`src/rtl/fp_unit_arbiter_if.sv`:
```
// fp_unit_arbiter_if: requester, response and FP-unit signals of the shared FP arbiter.
interface fp_unit_arbiter_if #(
  parameter int N   = 3,
  parameter int IDW = 2
);
  logic [N-1:0]    req;
  logic [2*N-1:0]  req_op;
  logic [32*N-1:0] req_a;
  logic [32*N-1:0] req_b;
  logic [N-1:0]    gnt;
  logic            resp_valid;
  logic            resp_ready;
  logic [IDW-1:0]  resp_id;
  logic [31:0]     resp_data;
  logic            resp_err;
  logic [31:0]     fpu_a;
  logic [31:0]     fpu_b;
  logic            fpu_sel;
  logic [5:0]      fpu_operation;
  logic            fpu_start;
  logic [31:0]     add_result;
  logic            add_rdy;
  logic [31:0]     mul_result;
  logic            mul_rdy;
  logic            busy;
  modport slave (
    input  req, req_op, req_a, req_b, resp_ready, add_result, add_rdy, mul_result, mul_rdy,
    output gnt, resp_valid, resp_id, resp_data, resp_err, fpu_a, fpu_b, fpu_sel, fpu_operation,
           fpu_start, busy
  );
  modport master (
    output req, req_op, req_a, req_b, resp_ready, add_result, add_rdy, mul_result, mul_rdy,
    input  gnt, resp_valid, resp_id, resp_data, resp_err, fpu_a, fpu_b, fpu_sel, fpu_operation,
           fpu_start, busy
  );
endinterface

```
`src/rtl/fp_unit_arbiter.sv`:
```
// fp_unit_arbiter: round-robin sharing of one FP add/sub and one FP multiply unit,
// one operation in flight, id-tagged response and a watchdog on the unit's rdy.
module fp_unit_arbiter #(
  parameter int N       = 3,
  parameter int IDW     = 2,
  parameter int TIMEOUT = 64
) (
  input logic clk,
  input logic reset,
  fp_unit_arbiter_if.slave bus
);
  typedef enum logic [1:0] {IDLE, ISSUE, WAIT, RESP} state_t;
  localparam int TW = $clog2(TIMEOUT);
  state_t         state_q, state_d;
  logic [IDW-1:0] rr_q, rr_d, id_q, id_d, win;
  logic [TW-1:0]  timer_q, timer_d;
  logic [31:0]    a_q, a_d, b_q, b_d, data_q, data_d;
  logic           sel_q, sel_d, sub_q, sub_d, start_q, start_d;
  logic           err_q, err_d, valid_q, valid_d;
  logic           found, rdy;
  logic [1:0]     win_op;
  int             j;
  always_comb begin
    found = 1'b0;
    win = '0;
    j = 0;
    for (int k = 0; k < N; k++) begin
      j = int'(rr_q) + k;
      j = j >= N ? j - N : j;
      if (!found && bus.req[j]) begin
        found = 1'b1;
        win = IDW'(j);
      end
    end
  end
  assign win_op = bus.req_op[2*win +: 2];
  assign rdy = sel_q ? bus.mul_rdy : bus.add_rdy;
  always_comb begin
    state_d = state_q;
    rr_d = rr_q;
    id_d = id_q;
    timer_d = timer_q;
    a_d = a_q;
    b_d = b_q;
    data_d = data_q;
    sel_d = sel_q;
    sub_d = sub_q;
    start_d = 1'b0;
    err_d = err_q;
    valid_d = valid_q;
    case (state_q)
      IDLE: if (found) begin
        id_d = win;
        rr_d = (win == IDW'(N-1)) ? '0 : win + 1'b1;
        data_d = '0;
        err_d = &win_op;
        if (&win_op) begin
          state_d = RESP;
          valid_d = 1'b1;
        end else begin
          state_d = ISSUE;
          a_d = bus.req_a[32*win +: 32];
          b_d = bus.req_b[32*win +: 32];
          sel_d = win_op[1];
          sub_d = win_op == 2'b01;
          start_d = 1'b1;
        end
      end
      ISSUE: begin
        timer_d = '0;
        state_d = WAIT;
      end
      WAIT: if (rdy || timer_q == TW'(TIMEOUT-1)) begin
        // a rdy arriving on the expiry cycle still counts as a good result
        state_d = RESP;
        valid_d = 1'b1;
        err_d = !rdy;
        data_d = !rdy ? 32'h7FC0_0000 : sel_q ? bus.mul_result : bus.add_result;
        a_d = '0;
        b_d = '0;
        sel_d = 1'b0;
        sub_d = 1'b0;
      end else begin
        timer_d = timer_q + 1'b1;
      end
      RESP: if (bus.resp_ready) begin
        state_d = IDLE;
        valid_d = 1'b0;
      end
      default: state_d = IDLE;
    endcase
  end
  always_ff @(posedge clk) begin
    if (!reset) begin
      state_q <= IDLE;
      rr_q <= '0;
      id_q <= '0;
      timer_q <= '0;
      a_q <= '0;
      b_q <= '0;
      data_q <= '0;
      sel_q <= 1'b0;
      sub_q <= 1'b0;
      start_q <= 1'b0;
      err_q <= 1'b0;
      valid_q <= 1'b0;
    end else begin
      state_q <= state_d;
      rr_q <= rr_d;
      id_q <= id_d;
      timer_q <= timer_d;
      a_q <= a_d;
      b_q <= b_d;
      data_q <= data_d;
      sel_q <= sel_d;
      sub_q <= sub_d;
      start_q <= start_d;
      err_q <= err_d;
      valid_q <= valid_d;
    end
  end
  assign bus.gnt = (state_q == IDLE && found && reset) ? N'(1) << win : '0;
  assign bus.resp_valid = valid_q;
  assign bus.resp_id = id_q;
  assign bus.resp_data = data_q;
  assign bus.resp_err = err_q;
  assign bus.fpu_a = a_q;
  assign bus.fpu_b = b_q;
  assign bus.fpu_sel = sel_q;
  assign bus.fpu_operation = {5'b0, sub_q};
  assign bus.fpu_start = start_q;
  assign bus.busy = state_q != IDLE;
endmodule

```
`src/flat_wrapper.sv`:
```
// flat-port wrapper written by rule: the top's interface ports become plain ports
module fp_unit_arbiter_flat 
#(
  parameter int N       = 3,
  parameter int IDW     = 2,
  parameter int TIMEOUT = 64
)
  (clk, reset, bus_req, bus_req_op, bus_req_a, bus_req_b, bus_resp_ready, bus_add_result, bus_add_rdy, bus_mul_result, bus_mul_rdy, bus_gnt, bus_resp_valid, bus_resp_id, bus_resp_data, bus_resp_err, bus_fpu_a, bus_fpu_b, bus_fpu_sel, bus_fpu_operation, bus_fpu_start, bus_busy);
  fp_unit_arbiter_if #(.N(N), .IDW(IDW)) bus_i ();
  input logic clk;
  input logic reset;
  input wire logic [$bits(bus_i.req)-1:0] bus_req;
  input wire logic [$bits(bus_i.req_op)-1:0] bus_req_op;
  input wire logic [$bits(bus_i.req_a)-1:0] bus_req_a;
  input wire logic [$bits(bus_i.req_b)-1:0] bus_req_b;
  input wire logic [$bits(bus_i.resp_ready)-1:0] bus_resp_ready;
  input wire logic [$bits(bus_i.add_result)-1:0] bus_add_result;
  input wire logic [$bits(bus_i.add_rdy)-1:0] bus_add_rdy;
  input wire logic [$bits(bus_i.mul_result)-1:0] bus_mul_result;
  input wire logic [$bits(bus_i.mul_rdy)-1:0] bus_mul_rdy;
  output wire logic [$bits(bus_i.gnt)-1:0] bus_gnt;
  output wire logic [$bits(bus_i.resp_valid)-1:0] bus_resp_valid;
  output wire logic [$bits(bus_i.resp_id)-1:0] bus_resp_id;
  output wire logic [$bits(bus_i.resp_data)-1:0] bus_resp_data;
  output wire logic [$bits(bus_i.resp_err)-1:0] bus_resp_err;
  output wire logic [$bits(bus_i.fpu_a)-1:0] bus_fpu_a;
  output wire logic [$bits(bus_i.fpu_b)-1:0] bus_fpu_b;
  output wire logic [$bits(bus_i.fpu_sel)-1:0] bus_fpu_sel;
  output wire logic [$bits(bus_i.fpu_operation)-1:0] bus_fpu_operation;
  output wire logic [$bits(bus_i.fpu_start)-1:0] bus_fpu_start;
  output wire logic [$bits(bus_i.busy)-1:0] bus_busy;
  assign bus_i.req = bus_req;
  assign bus_i.req_op = bus_req_op;
  assign bus_i.req_a = bus_req_a;
  assign bus_i.req_b = bus_req_b;
  assign bus_i.resp_ready = bus_resp_ready;
  assign bus_i.add_result = bus_add_result;
  assign bus_i.add_rdy = bus_add_rdy;
  assign bus_i.mul_result = bus_mul_result;
  assign bus_i.mul_rdy = bus_mul_rdy;
  assign bus_gnt = bus_i.gnt;
  assign bus_resp_valid = bus_i.resp_valid;
  assign bus_resp_id = bus_i.resp_id;
  assign bus_resp_data = bus_i.resp_data;
  assign bus_resp_err = bus_i.resp_err;
  assign bus_fpu_a = bus_i.fpu_a;
  assign bus_fpu_b = bus_i.fpu_b;
  assign bus_fpu_sel = bus_i.fpu_sel;
  assign bus_fpu_operation = bus_i.fpu_operation;
  assign bus_fpu_start = bus_i.fpu_start;
  assign bus_busy = bus_i.busy;
  fp_unit_arbiter #(.N(N), .IDW(IDW), .TIMEOUT(TIMEOUT)) u_core (.clk(clk), .reset(reset), .bus(bus_i));
endmodule
```
`config.mk`:
```
export PLATFORM = sky130hd
export DESIGN_NAME = fp_unit_arbiter_flat
export DESIGN_NICKNAME = d
export VERILOG_FILES = /design/src/rtl/fp_unit_arbiter_if.sv /design/src/rtl/fp_unit_arbiter.sv /design/src/flat_wrapper.sv
export SDC_FILE = /design/constraint.sdc
export NUM_CORES = 1
export LEC_CHECK = 0
export CORE_AREA = 2 2 146 148
export CTS_CLUSTER_DIAMETER = 40
export DETAILED_ROUTE_END_ITERATION = 8
export DIE_AREA = 0 0 148 150
export GPL_ROUTABILITY_DRIVEN = 1
export HOLD_SLACK_MARGIN = 0.06
export PLACE_DENSITY = 0.73
export SYNTH_ARGS = -nofsm -noshare
export SYNTH_HDL_FRONTEND = slang
export SYNTH_SLANG_ARGS = --single-unit
```
`constraint.sdc`:
```
create_clock -name clk -period 2.7 [get_ports clk]
set_input_delay 0.27 -clock clk [delete_from_list [all_inputs] [get_ports clk]]
set_output_delay 0.27 -clock clk [all_outputs]
set_load 0.02 [all_outputs]
```
After elaboration in Yosys (flattened, before gate mapping)
Index checks and enable logic that the tools add are counted.
{"block": "word_totals", "output_inout_bits": 112, "register_bits": 113}
{"block": "op_classes", "addsub": 7, "shift": 4, "muxes": 56, "magnitude_cmp": 6, "eq_ne": 12, "reduce_logical": 21}
{"cell": "$mux 32", "n": 12}
{"cell": "$pmux 32 s2", "n": 3}
{"cell": "$shiftx 96x8->32", "n": 2}
{"cell": "$lt 32x4->1 const B", "n": 3}
{"cell": "$ge 32x3->1 const B", "n": 2}
{"cell": "$sub 32x3->32 const B", "n": 2}
{"cell": "$mux 1", "n": 22}
{"cell": "$mux 2", "n": 8}
{"cell": "$pmux 6 s2", "n": 1}
{"cell": "$reduce_and 3->1", "n": 3}
{"cell": "$pmux 2 s4", "n": 1}
{"cell": "$add 6x1->6 const B", "n": 1}
{"cell": "$bmux 1 s2", "n": 3}
{"cell": "$eq 2x2->1 const B", "n": 3}
{"cell": "$eq 6x6->1 const B", "n": 1}
{"cell": "$mux 6", "n": 1}
{"cell": "$ne 2x1->1 const B", "n": 3}
{"cell": "$ne 2x2->1 const B", "n": 3}
{"cell": "$pmux 1 s2", "n": 3}
{"cell": "$reduce_and 2->1", "n": 3}
{"cell": "$reduce_bool 2->1", "n": 3}
{"cell": "$shiftx 6x4->2", "n": 1}
{"cell": "$reduce_and 5->1", "n": 1}
{"cell": "$eq 2x1->1 const B", "n": 2}
{"cell": "other kinds (14)", "n": 19}

Depth between registers and ports, before layout
Gate-level depths: netlist of the first run.
{"block": "logic_depth", "depth_word": 17, "ltp_mapped": 13}

Worst setup path before layout of the first run
Ideal clock, no wire load.
{"block": "synth_path", "kind": "register to register", "from": "register u_core.rr_q[0]", "to": "register u_core.a_q[0] (netlist: u_core.bus.fpu_a[0])", "n_path_buf": 4, "path_stages_with_launch": 14, "required_time_ns": 2.628, "arrival_time_ns": 2.594, "setup_time_ns": 0.072, "synth_period_minus_slack_ns": 2.665, "slack_ns": 0.035, "cell_sequence": "dfxtp_1 inv_1 ha_1 buf_2 o21ai_1 a21bo_1 a2bb2oi_2 buf_2 mux2i_1 nor4_1 a211oi_2 buf_4 buf_6 mux2i_1"}
{"block": "synth_via", "elab_chain_len": 16, "elab_cells_between_ends": 39, "classes_between": "5 x add/sub; 3 x order compare; 2 x eq/ne; 2 x shift; 21 x mux; 6 x reduce/logical"}
{"element": "start: declaration", "line": "fp_unit_arbiter.sv:15", "text": "logic [IDW-1:0] rr_q, rr_d, id_q, id_d, win;"}
{"element": "start signal: assignment", "line": "fp_unit_arbiter.sv:109", "text": "rr_q <= rr_d;"}
{"element": "branches (longest 16 deep; another with $sub 32x3->32)"}
{"element": "end signal: assignment", "line": "fp_unit_arbiter.sv:99", "text": "a_q <= '0;"}
{"element": "end signal: assignment", "line": "fp_unit_arbiter.sv:112", "text": "a_q <= a_d;"}
{"element": "end: declaration", "line": "fp_unit_arbiter.sv:17", "text": "logic [31:0] a_q, a_d, b_q, b_d, data_q, data_d;"}
Several ways; the timed one is not identified. The select of a mux whose other input is x is not followed.
A chain may end at the register's enable or synchronous reset.

Worst setup path after layout of the first run
{"block": "layout_path", "from": "register u_core.rr_q[0]", "to": "output bus_gnt[2]"}
{"block": "layout_via", "elab_chain_len": 15, "elab_cells_between_ends": 34, "classes_between": "5 x add/sub; 3 x order compare; 1 x shift; 19 x mux; 6 x reduce/logical"}
{"element": "branches (longest 14 deep; another with $sub 32x3->32)"}
{"element": "$mux 3 (*)", "line": "fp_unit_arbiter.sv:122", "text": "assign bus.gnt = (state_q == IDLE && found && reset) ? N'(1) << win : '0;"}
{"element": "end: declaration", "line": "flat_wrapper.sv:21", "text": "output wire logic [$bits(bus_i.gnt)-1:0] bus_gnt;"}
Every way passes the cells marked *. The select of a mux whose other input is x is not followed.

==> impl_metrics.env, run 1 <==
export IMPL_grt_usage_pct=22.4
export IMPL_ys_warnings_count=0
export IMPL_worstReg2RegEnd="u_core.bus.fpu_b[4]"
export IMPL_die_w_um=148
export IMPL_setup_violations=1
export IMPL_r2r_cells=13
export IMPL_numCtsBuffers=17
export IMPL_start_util_pct=32.6
export IMPL_finalNetCount=1493
export IMPL_placed_area_um2=11000
export IMPL_fin_ws_ns=-0.0292
export IMPL_multi_input_area_um2=4270
export IMPL_critPathKind="reg2out"
export IMPL_peakVddDrop_mv=0.550
export IMPL_drc_errors=0
export IMPL_die_area_um2=22200
export IMPL_clock_latency_ns=0.42
export IMPL_gp_congestion=0.826
export IMPL_drive_gt1_share_pct=11.5
export IMPL_netlist_area_um2=6740
export IMPL_vias_per_cell=4.89
export IMPL_routedWlPerCell_um=17.3
export IMPL_maxSlewViolCount=0
export IMPL_grt_max_degree=92
export IMPL_postSynthCellCount=820
export IMPL_ys_ff_latch=113
export IMPL_hp_start="reset"
export IMPL_htreeDepth=4
export IMPL_r2r_start="u_core.rr_q[1]"
export IMPL_worstMarginPinSlew_ns=0.544
export IMPL_ioPinCount=382
export IMPL_core_area_um2=20700
export IMPL_post_route_period_util_pct=101
export IMPL_synth_top_cell_area_share_pct=33.6
export IMPL_critPathLaunch="u_core.rr_q[0]"
export IMPL_violations="negative setup slack"
export IMPL_crit_fanout=6
export IMPL_wl_um=26000
export IMPL_ys_seq_area_share_pct=33.6
export IMPL_seq_area_um2=2270
export IMPL_final_core_util_pct=58.8
export IMPL_layout_common_cells="clkdlybuf4s50_1, mux2i_1, dfxtp_1"
export IMPL_worst_ep_arrival_time_ns=2.46
export IMPL_netlist_cell_type_count=50
export IMPL_hpwl_um=18800
export IMPL_rsz0062_at_grt="true"
export IMPL_fmax_mhz=366
export IMPL_placedCellCount=1448
export IMPL_period_needed_ns=2.73
export IMPL_area_growth_pct=80.6
export IMPL_p_per_area_nw_per_um2=1160
export IMPL_grt_first_pass_wirelength_um=38800
export IMPL_final_common_cell="clkdlybuf4s50_1"
export IMPL_fin_cells=1502
export IMPL_drv_cap=0
export IMPL_cts_tree="yes"
export IMPL_synth_edf_count=0
export IMPL_synthArstFlopShare_pct=0
export IMPL_hold_class="in2reg"
export IMPL_buffer_ports_inserted=376
export IMPL_status="finished with violations"
export IMPL_critPathLaunchType="flop"
export IMPL_die_y_um=150
export IMPL_hold_ws_ns=0.318
export IMPL_fillCellCount=1845
export IMPL_clock_root_buffer="clkbuf_16"
export IMPL_vias=7348
export IMPL_drt_pre_antenna_iters=4
export IMPL_cts_sinks=113
export IMPL_clockBufferDepth=2
export IMPL_synth_flop_cell="dfxtp_1"
export IMPL_fin_area_um2=12200
export IMPL_worstSetupEndpoint="bus_gnt[2]"
export IMPL_slew_headroom_pct=63.7
export IMPL_hold_viol=0
export IMPL_synth_area_leaders="dfxtp_1, mux2i_1, and3_1"
export IMPL_antenna_found_initial=1
export IMPL_grt_pass1_vias=7302
export IMPL_drtIter0Drc=256
export IMPL_grt_remaining_overflow=0
export IMPL_cellLeakagePower_nw=5.18
export IMPL_r2r_setup_slack_ns=0
export IMPL_cts_clk_slew_worst_paths_ns=0.05
export IMPL_clock_skew_final_ns=0.0111
export IMPL_synth_area_per_cell_um2=8.22
export IMPL_power_total_mw=14.1
export IMPL_std_cell_rows=53
export IMPL_ant_nets=0
export IMPL_synth_top_area_cell="dfxtp_1"
export IMPL_end_kind="primary output"
export IMPL_crit_required_ns=2.43
layout make-up:
cell class	count	area share, %
diodes	1	0.0206
clock buffers	22	3.98
clock inverters	9	1.07
inverters	8	0.267
multi-input cells	623	35.1
flip-flops and latches	113	18.6
well taps	275	2.83
repair buffers	451	38.1
through the flow:
stage | TNS [ns] | worst slack [ns]
floorplan | 0 | 0.0345
global placement | -7.28 | -0.202
global route | -5.39 | -0.111
detailed placement | -12.82 | -0.266
finish | -0.0292 | -0.0292
CTS | -1.39 | -0.0749
cell families (layout without fill, tap and decap cells):
family | Yosys count | after routing | share of synthesized area (%)
simple gates | 312 | 312 | 22.5
mux | 159 | 159 | 23.6
compound gates | 135 | 135 | 12.1
flops | 113 | 113 | 33.6
buf+inv | 88 | 490 | 6.15
fa+ha+maj | 9 | 9 | 1.67
xor+xnor | 3 | 3 | 0.390
other cells | 1 | 6 | 0.0556
Yosys cell counts, types with 10 or more instances:
cell      count
mux2i_1     159
dfxtp_1     113
nand2_1      90
nor2_1       74
o21ai_0      70
and3_1       67
clkbuf_1     43
nor2b_1      27
nor3_1       27
a21oi_1      25
buf_2        22
a21boi_1     10
critical path, stage by stage (launching register included):
cell	delay, ns
dfxtp_2	0.33
buf_4	0.14
ha_4	0.18
nor2b_2	0.16
nor4b_2	0.27
a311oi_2	0.10
o31ai_4	0.32
buf_6	0.16
buf_12	0.09
and3_4	0.18
buf_6	0.12
per-layer routing:
metal	global-route usage (%)	wire, um	vias to the layer above
met5	0	0	-
met4	8.67	685	0
met3	6.43	2150	40
met2	40.9	13200	302
met1	24.3	9980	3355
li1	-	-	3651
power by group:
group	total (mW)	internal, mW	switching, mW
Combinational	9.05	4.64	4.41
Clock	2.35	1.54	0.808
Sequential	2.66	2.29	0.366
worst min path at each step:
stage / cells past startpoint / end / slack [ns]
2_1_floorplan: 2 / u_core.sub_q / 0.43
3_3_place_gp: 2 / u_core.bus.fpu_b[28] / 0.44
6_report: 3 / u_core.bus.fpu_start / 0.32
3_5_place_dp: 2 / u_core.bus.resp_data[26] / 0.45
4_1_cts: 3 / u_core.bus.fpu_start / 0.31
5_1_grt: 3 / u_core.bus.fpu_start / 0.32
repair_timing:
action	CTS	global route
setup endpoints to repair	64	67
pin swaps	7	10
setup buffers	11	5
cloned	3	4
hold buffers	0	0
resized for setup	45	23
state kept, by name, indices dropped and copies added, names as in the netlist:
signal	cells
u_core.bus.fpu_a	32
u_core.bus.fpu_b	32
u_core.bus.resp_data	32
u_core.timer_q	6
u_core.bus.resp_id	2
u_core.rr_q	2
u_core.state_q	2
u_core.bus.fpu_sel	1
u_core.bus.fpu_start	1
u_core.bus.resp_err	1
u_core.bus.resp_valid	1
u_core.sub_q	1
(Power assumes the default switching activity.)
==> inputs of run 2 (changes only) <==
--- a/config.mk
+++ b/config.mk
@@ -12,6 +12,7 @@
 export GPL_ROUTABILITY_DRIVEN = 1
 export HOLD_SLACK_MARGIN = 0.06
 export PLACE_DENSITY = 0.73
+export SLEW_MARGIN = 20
 export SYNTH_ARGS = -nofsm -noshare
 export SYNTH_HDL_FRONTEND = slang
 export SYNTH_SLANG_ARGS = --single-unit
==> results of run 2 <==
The final DEF is identical to that of run 1; final timing and power are the same.
==> inputs of run 3 (changes only) <==
--- a/config.mk
+++ b/config.mk
@@ -9,7 +9,7 @@
 export CTS_CLUSTER_DIAMETER = 40
 export DETAILED_ROUTE_END_ITERATION = 8
 export DIE_AREA = 0 0 148 150
-export GPL_ROUTABILITY_DRIVEN = 1
+export GPL_ROUTABILITY_DRIVEN = 0
 export HOLD_SLACK_MARGIN = 0.06
 export PLACE_DENSITY = 0.73
 export SLEW_MARGIN = 20
==> results of run 3 <==
The final DEF is identical to that of run 1; final timing and power are the same.
